**config.mk**
```make
export PLATFORM = sky130hd
export DESIGN_NAME = addsub_server
export DESIGN_NICKNAME = d
export VERILOG_FILES = /design/src/rtl/addsub_server_pkg.sv /design/src/rtl/addsub_server_rr_arbiter.sv /design/src/rtl/addsub_server.sv
export SDC_FILE = /design/constraint.sdc
export NUM_CORES = 1
export LEC_CHECK = 0
export ABC_CLOCK_PERIOD_IN_PS = 3860
export BUFFER_PORTS_ARGS = -buffer_cell sky130_fd_sc_hd__buf_4
export CAP_MARGIN = 20
export CORE_AREA = 4 4 97 90
export DETAILED_ROUTE_END_ITERATION = 12
export DIE_AREA = 0 0 101 94
export PLACE_DENSITY = 0.68
export SYNTH_ARGS = -nofsm -noshare
export SYNTH_HDL_FRONTEND = slang
export SYNTH_SLANG_ARGS = --single-unit
export TNS_END_PERCENT = 5
```
**constraint.sdc**
```tcl
create_clock -name clk_i -period 3.86 [get_ports clk_i]
set_input_delay 1.158 -clock clk_i [delete_from_list [all_inputs] [get_ports clk_i]]
set_output_delay 1.158 -clock clk_i [all_outputs]
set_load 0.01 [all_outputs]
```
**src/rtl/addsub_server_pkg.sv**
```systemverilog
// addsub_server_pkg: FSM state encoding and operation mode constants shared by the add/sub server.
package addsub_server_pkg;
  typedef enum logic [1:0] {IDLE = 2'd0, CALC = 2'd1, RESP = 2'd2} state_e;
  localparam logic MODE_ADD = 1'b1;
  localparam logic MODE_SUB = 1'b0;
endpackage

```
**src/rtl/addsub_server_rr_arbiter.sv**
```systemverilog
// rr_arbiter: combinational round-robin selector, first request at or after ptr_i (wrapping) wins.
module rr_arbiter #(
  parameter int N  = 4,
  parameter int IW = (N > 1) ? $clog2(N) : 1
) (
  input  logic [N-1:0]  req_i,
  input  logic [IW-1:0] ptr_i,
  output logic [N-1:0]  gnt_o,
  output logic [IW-1:0] idx_o,
  output logic          valid_o
);
  always_comb begin
    gnt_o   = '0;
    idx_o   = '0;
    valid_o = 1'b0;
    for (int i = 0; i < N; i++) begin
      if (!valid_o && req_i[(int'(ptr_i) + i) % N]) begin
        valid_o = 1'b1;
        idx_o = IW'((int'(ptr_i) + i) % N);
        gnt_o[(int'(ptr_i) + i) % N] = 1'b1;
      end
    end
  end
endmodule

```
**src/rtl/addsub_server.sv**
```systemverilog
// addsub_server: shared add/subtract unit serving PORTS requesters round-robin, one op every 3 cycles.
module addsub_server
  import addsub_server_pkg::*;
#(
  parameter int WIDTH = 8,
  parameter int PORTS = 4
) (
  input  logic                   clk_i,
  input  logic                   rst_i,
  input  logic [PORTS-1:0]       req_i,
  input  logic [PORTS-1:0]       mode_i,
  input  logic [PORTS*WIDTH-1:0] a_i,
  input  logic [PORTS*WIDTH-1:0] b_i,
  output logic [PORTS-1:0]       ready_o,
  output logic [WIDTH-1:0]       res_o,
  output logic                   carry_o,
  output logic                   busy_o
);
  localparam int IW = (PORTS > 1) ? $clog2(PORTS) : 1;
  state_e           state_q;
  logic [IW-1:0]    rr_ptr_q, port_q;
  logic [PORTS-1:0] gnt_q, ready_q;
  logic             mode_q, carry_q, busy_q;
  logic [WIDTH-1:0] a_q, b_q, res_q;
  logic [PORTS-1:0] gnt;
  logic [IW-1:0]    gnt_idx;
  logic             gnt_valid;
  logic [WIDTH:0]   sum_d;
  rr_arbiter #(.N(PORTS), .IW(IW)) u_arb (
    .req_i  (req_i),
    .ptr_i  (rr_ptr_q),
    .gnt_o  (gnt),
    .idx_o  (gnt_idx),
    .valid_o(gnt_valid)
  );
  // Extra top bit gives carry on add and borrow (a < b) on subtract.
  assign sum_d = (mode_q == MODE_ADD) ? {1'b0, a_q} + {1'b0, b_q} : {1'b0, a_q} - {1'b0, b_q};
  always_ff @(posedge clk_i or negedge rst_i) begin
    if (!rst_i) begin
      state_q  <= IDLE;
      rr_ptr_q <= '0;
      port_q   <= '0;
      gnt_q    <= '0;
      ready_q  <= '0;
      mode_q   <= 1'b0;
      a_q      <= '0;
      b_q      <= '0;
      res_q    <= '0;
      carry_q  <= 1'b0;
      busy_q   <= 1'b0;
    end else begin
      case (state_q)
        IDLE: if (gnt_valid) begin
          port_q  <= gnt_idx;
          gnt_q   <= gnt;
          mode_q  <= mode_i[gnt_idx];
          a_q     <= a_i[gnt_idx*WIDTH +: WIDTH];
          b_q     <= b_i[gnt_idx*WIDTH +: WIDTH];
          busy_q  <= 1'b1;
          state_q <= CALC;
        end
        CALC: begin
          res_q   <= sum_d[WIDTH-1:0];
          carry_q <= sum_d[WIDTH];
          ready_q <= gnt_q;
          state_q <= RESP;
        end
        RESP: begin
          ready_q  <= '0;
          busy_q   <= 1'b0;
          rr_ptr_q <= IW'((int'(port_q) + 1) % PORTS);
          state_q  <= IDLE;
        end
        default: state_q <= IDLE;
      endcase
    end
  end
  assign ready_o = ready_q;
  assign res_o   = res_q;
  assign carry_o = carry_q;
  assign busy_o  = busy_q;
endmodule

```
Word-level counts from Yosys, hierarchy flattened
Index checks and enable logic that the tools add are counted.

Bits in registers: 41. Latch bits: 0. Memory bits (writable): 0. Memory bits (read-only): 0. Input port bits: 74. Output and inout bits: 14. Logic and storage cells: 94. Memories: 0.

Add/subtract/negate cells: 6. Multiply operators: 0. Divide/modulo/power cells: 0. Magnitude comparators: 9. Equal/unequal tests: 3. Shift-type cells: 2. Muxes and demuxes: 39. Bitwise logic cells: 6. Reductions and logical operators: 18.

Operator list (number): $shiftx A32 B6 Y8 (2); $mux W1 (17); $mux W4 (4); $lt A3 B4 Y1 const B (3); $or A4 B4 Y4 (3); $bmux W1 S2 (5); $mux W2 (5); $add A8 B8 Y9 (1); $ge A3 B1 Y1 const B (3); $mux W9 (1); $sub A8 B8 Y9 (1); $demux W1 S2 (4); $pmux W4 S2 (1); $logic_and A1 B1 Y1 (7); $lt A2 B3 Y1 const B (2); $reduce_or A2 Y1 (3); $add A2 B1 Y2 const B (2); $add A2 B2 Y2 const B (2); $pmux W2 S2 (1); $reduce_and A2 Y1 (2); $reduce_bool A2 Y1 (2); $and A1 B1 Y1 const A (3); $logic_not A1 Y1 (3); $eq A2 B1 Y1 const B (1); 5 further kinds (5).

Depth between registers and ports, before layout
Word-level depth: 16. Gate-level depth with buffers: 11. Depth with buffers taken out: 11.

Cells and area by module
From an unflattened synthesis, not the netlist that was laid out.

Cell total of the unflattened synthesis: 243. Area total of the unflattened synthesis: 2950.3 um^2.

By module, submodules not included: addsub_server (instances 1, cells an instance 198, area an instance 2531.2 um^2, seq. area each 1026.0 um^2); rr_arbiter (instances 1, cells an instance 45, area an instance 419.2 um^2, seq. area each 0.0 um^2).

Least setup slack after synthesis
OpenSTA, ideal clock, no wires.

Kind: in2reg. Start point: input req_i[0]. End point: register a_q[1]. Setup time: 132 ps. Arrival time: 2826 ps. Data required time: 3728 ps. Path slack: 902 ps. Stages on the path: 8. Buffers on the path: 2. Cell sequence: mux4_1 > nor2b_2 > o21ai_1 > o31ai_1 > buf_4 > buf_4 > mux2i_1 > o221ai_2.

Longest elaborated chain between the ends: 13. Elaborated cells on any way between the ends: 27. Classes of those cells: shift (1); mux (19); reduce/logical (7).

RTL lines: start, declared (RTL line addsub_server.sv:10) `input logic [PORTS-1:0] req_i,`; $bmux W1 S2 (RTL line addsub_server_rr_arbiter.sv:17) `if (!valid_o && req_i[(int'(ptr_i) + i) % N]) begin`; $mux W1 (not written as such) (RTL line addsub_server_rr_arbiter.sv:17); $mux W1 (RTL line addsub_server_rr_arbiter.sv:17); $logic_not A1 Y1 (RTL line addsub_server_rr_arbiter.sv:17); $logic_and A1 B1 Y1 (RTL line addsub_server_rr_arbiter.sv:17); $mux W1 (RTL line addsub_server_rr_arbiter.sv:17); $logic_not A1 Y1 (RTL line addsub_server_rr_arbiter.sv:17); $logic_and A1 B1 Y1 (RTL line addsub_server_rr_arbiter.sv:17); $mux W1 (RTL line addsub_server_rr_arbiter.sv:17); $logic_not A1 Y1 (RTL line addsub_server_rr_arbiter.sv:17); $logic_and A1 B1 Y1 (RTL line addsub_server_rr_arbiter.sv:17); $mux W2 or $mux W1 (tied branches) (RTL line addsub_server_rr_arbiter.sv:17); $shiftx A32 B6 Y8 or $reduce_and A2 Y1 (tied branches); end signal, assigned (RTL line addsub_server.sv:57) `a_q <= a_i[gnt_idx*WIDTH +: WIDTH];`; end, declared (RTL line addsub_server.sv:24) `logic [WIDTH-1:0] a_q, b_q, res_q;`.

Parallel ways exist; a longest one is shown, timed or not. The select of a mux whose other input is x is not followed. A chain may end at the register's enable or synchronous reset.

Worst setup path in the final report
Start point: input req_i[0]. End point: register b_q[5].

Longest elaborated chain between the ends: 13. Elaborated cells on any way between the ends: 27. Classes of those cells: shift (1); mux (19); reduce/logical (7).

RTL lines: $bmux W1 S2 (RTL line addsub_server_rr_arbiter.sv:17); $mux W1 (not written as such) (RTL line addsub_server_rr_arbiter.sv:17); $mux W1 (RTL line addsub_server_rr_arbiter.sv:17); $logic_not A1 Y1 (RTL line addsub_server_rr_arbiter.sv:17); $logic_and A1 B1 Y1 (RTL line addsub_server_rr_arbiter.sv:17); $mux W1 (RTL line addsub_server_rr_arbiter.sv:17); $logic_not A1 Y1 (RTL line addsub_server_rr_arbiter.sv:17); $logic_and A1 B1 Y1 (RTL line addsub_server_rr_arbiter.sv:17); $mux W1 (RTL line addsub_server_rr_arbiter.sv:17); $logic_not A1 Y1 (RTL line addsub_server_rr_arbiter.sv:17); $logic_and A1 B1 Y1 (RTL line addsub_server_rr_arbiter.sv:17); $mux W2 or $mux W1 (tied branches) (RTL line addsub_server_rr_arbiter.sv:17); $shiftx A32 B6 Y8 or $reduce_and A2 Y1 (tied branches); end signal, assigned (RTL line addsub_server.sv:58) `b_q <= b_i[gnt_idx*WIDTH +: WIDTH];`; end, declared (RTL line addsub_server.sv:24).

Parallel ways exist; a longest one is shown, timed or not. The select of a mux whose other input is x is not followed.

==> insert_results.sql <==
INSERT INTO impl_metrics (metric_group, metric, value, unit) VALUES
('outcome', 'run_status', 'finished, final reports clean', ''),
('global_route', 'grt_use_met3', '3.41', '%'),
('placement', 'dp.final_hpwl', '5660', 'um'),
('global_route', 'grt_antenna_before_repair', '0', ''),
('timing', 'report.final.hold_viol_count', '0', ''),
('setup_path', 'worstSetupEndpointType', 'flop', ''),
('layout', 'fin_area', '3840', 'um2'),
('synth', 'synth_top_area_share', '33.8', '%'),
('clock_network', 'post_cts_repair_resize_count', '0', ''),
('job', 'max-cap-violations', '0', ''),
('placement', 'globalplace.congestion', '0.805', ''),
('synth', 'asyncSetResetFlopFracSynth', '100', '%'),
('layout', 'post_layout_nonfiller_instances', '484', ''),
('synth', 'postSynthRegisterBits', '41', ''),
('setup_path', 'path_delay_family', 'compound AO/OA/AOI/OAI gates', ''),
('route', 'post_drt_wl_per_cell', '15.4', 'um'),
('global_route', 'wire_length_of_the_first_global_routing_pass', '12300', 'um'),
('timing', 'setup_repair_after_global_routing_missed_its_margin', 'false', ''),
('setup_path', 'criticalPathCategory', 'in -> reg', ''),
('timing', 'max_slew_headroom_at_the_worst_pin', '36.7', '%'),
('route', 'drt.antenna.violating_nets', '0', ''),
('floorplan', 'die_h', '94', 'um'),
('synth', 'synthCells', '303', ''),
('global_route', 'gr-usage-all-layers', '15.9', '%'),
('timing', 'timing.clock.skew', '0.0118', 'ns'),
('timing', 'maximum_operating_frequency', '294', 'MHz'),
('global_route', 'top_usage_layer', 'met2', ''),
('setup_path', 'timing.critical_path.from_type', 'input pin', ''),
('route', 'finalWirelength', '7440', 'um'),
('timing', 'slew_viol_final', '0', ''),
('layout', 'areaGrowthSynthToFinish', '26.3', '%'),
('power_and_ir_drop', 'worst_case_vdd_ir_drop', '400', 'uV'),
('route', 'drtIter0Drc', '99', ''),
('setup_path', 'path_max_fanout', '22', ''),
('route', 'route.detailed.drc', '0', ''),
('clock_network', 'cts.sink_count', '41', ''),
('floorplan', 'floorplan.die_area', '9490', 'um2'),
('layout', 'post_layout_net_count', '484', ''),
('clock_network', 'post-cts-setup-buffer-count', '0', ''),
('global_route', 'use_met1', '21.7', '%'),
('layout', 'layout-drive-gt1-share', '31.2', '%'),
('floorplan', 'die_width', '101', 'um'),
('setup_path', 'path_cells', 'buf_4 > mux4_1 > nor2b_2 > o31ai_4 > buf_12 > mux2i_1 > o221ai_1', ''),
('placement', 'port-buffer-count', '87', ''),
('global_route', 'grt-ovfl-total', '0', ''),
('layout', 'final_common_cell', 'sky130_fd_sc_hd__buf_4', ''),
('synth', 'synth-edff-count', '0', ''),
('clock_network', 'clkLatencyLatePin', '0.29', 'ns'),
('synth', 'synth_area_leaders', 'sky130_fd_sc_hd__dfrtp_1, sky130_fd_sc_hd__mux2i_1, sky130_fd_sc_hd__ha_1, sky130_fd_sc_hd__o221ai_2, sky130_fd_sc_hd__nand2_1', ''),
('timing', 'layout_min_cycle_time', '3.40', 'ns'),
('timing', 'fin_ws', '0.460', 'ns'),
('global_route', 'grt_util_met2', '26.0', '%'),
('placement', 'post_dp_cell_area', '3760', 'um2'),
('placement', 'dp_slack', '0.153', 'ns'),
('clock_network', 'clock_path_buffers', '2', ''),
('floorplan', 'core.rowCount', '31', ''),
('timing', 'tightest_slew', '0.950', 'ns'),
('clock_network', 'postCtsHoldBufs', '0', ''),
('placement', 'place.detailed.instances', '478', ''),
('timing', 'setup-violations-final', '0', ''),
('clock_network', 'clk_pin_slew', '0.08', 'ns'),
('synth', 'syn-num-nets', '401', ''),
('timing', 'setup_total_negative_slack', '0', 'ns'),
('hold_path', 'timing.hold.worst.class', 'reg -> reg', ''),
('clock_network', 'tritoncts', 'done', ''),
('setup_path', 'cp_data_arrival_time', '3.53', 'ns'),
('layout', 'number_of_antenna_repair_diodes', '0', ''),
('synth', 'netlist-cell-type-count', '51', ''),
('timing', 'final_worst_path_period_share', '88.1', '%'),
('power_and_ir_drop', 'p_per_area', '939', 'nW/um2'),
('global_route', 'vias_in_the_first_global_route', '2586', '');
report_power, final:
part,switching [mW],internal (mW)
sequential,0.166,0.646
clock,0.149,0.119
combinational,1.35,1.17
cell type report:
class	count	area [um2]
multi-input combinational	228	1850
sequential	41	1030
timing repair buffer	91	696
clock buffer	5	68.8
fill	744	3960
clock inverter	1	5.00
inverter	19	71.3
tap	99	124
metal layers:
layer | vias to the layer above | share of wire (%)
met1 | 1213 | 46
li1 | 1275 | -
met5 | - | 0
met4 | 0 | 0.62
met3 | 4 | 4.7
met2 | 67 | 48
flip-flops by register name, summed over array words and instances (netlist names):
register	flops
a_q	8
b_q	8
res_o	8
gnt_q	4
ready_o	4
port_q	2
rr_ptr_q	2
state_q	2
busy_o	1
carry_o	1
mode_q	1
cells in the mapped netlist (all sizes together) (2+ instances only):
| cell | count |
|---|---|
| nand3b | 4 |
| nor3 | 4 |
| o211ai | 2 |
| ha | 23 |
| nand3 | 3 |
| a22oi | 4 |
| or2 | 3 |
| a211oi | 2 |
| nor2b | 3 |
| clkbuf | 7 |
| a2111o | 2 |
| a21oi | 9 |
| xor2 | 6 |
| inv | 18 |
| nand2 | 35 |
| buf | 8 |
| mux2i | 35 |
| o31ai | 3 |
| mux4 | 3 |
| dfrtp | 41 |
| nor2 | 20 |
| a221oi | 5 |
| nor4 | 2 |
| o221ai | 18 |
| xnor2 | 4 |
| o21ai | 18 |
| mux2 | 5 |
| o21a | 2 |
worst register-to-register path, delay by kind of cell, from the launching register on:
family,cells,cell delay (ns)
AND/OR/NAND/NOR,3,1.45
adder cells (fa/ha/maj),1,0.37
buffers and inverters,1,0.16
flip-flops,1,0.52
AO/OA/AOI/OAI,3,0.63
logic make-up (layout without fill, tap and decap cells):
| family | Yosys count | in the layout | synth area share [%] |
|---|---|---|---|
| AO/OA/AOI/OAI | 69 | 69 | 18.3 |
| flip-flops | 41 | 41 | 33.8 |
| buffers and inverters | 34 | 116 | 5.89 |
| XOR/XNOR | 10 | 10 | 2.88 |
| adder cells (fa/ha/maj) | 24 | 24 | 10.1 |
| multiplexers | 43 | 43 | 16.0 |
| AND/OR/NAND/NOR | 82 | 82 | 13.0 |
final timing paths:
path / slack (ns) / start / cells past startpoint / end
max in group asynchronous: 2.63 / rst_i / 1 / gnt_q[0]
min in group asynchronous: 0.85 / rst_i / 1 / carry_o
min reg2reg: 0.49 / res_o[1] / 2 / res_o[1]
max reg2reg: 0.65 / rr_ptr_q[1] / 8 / b_q[2]
max: 0.46 / req_i[0] / 7 / b_q[5]
min: 0.49 / res_o[1] / 2 / res_o[1]
through the flow:
stage,power [mW],hold WS [ns]
finish,3.60,0.492
global route,3.95,0.516
global placement,3.25,0.466
detailed placement,3.33,0.475
CTS,3.62,0.492
floorplan,2.75,0.450
(Power assumes the default switching activity.)
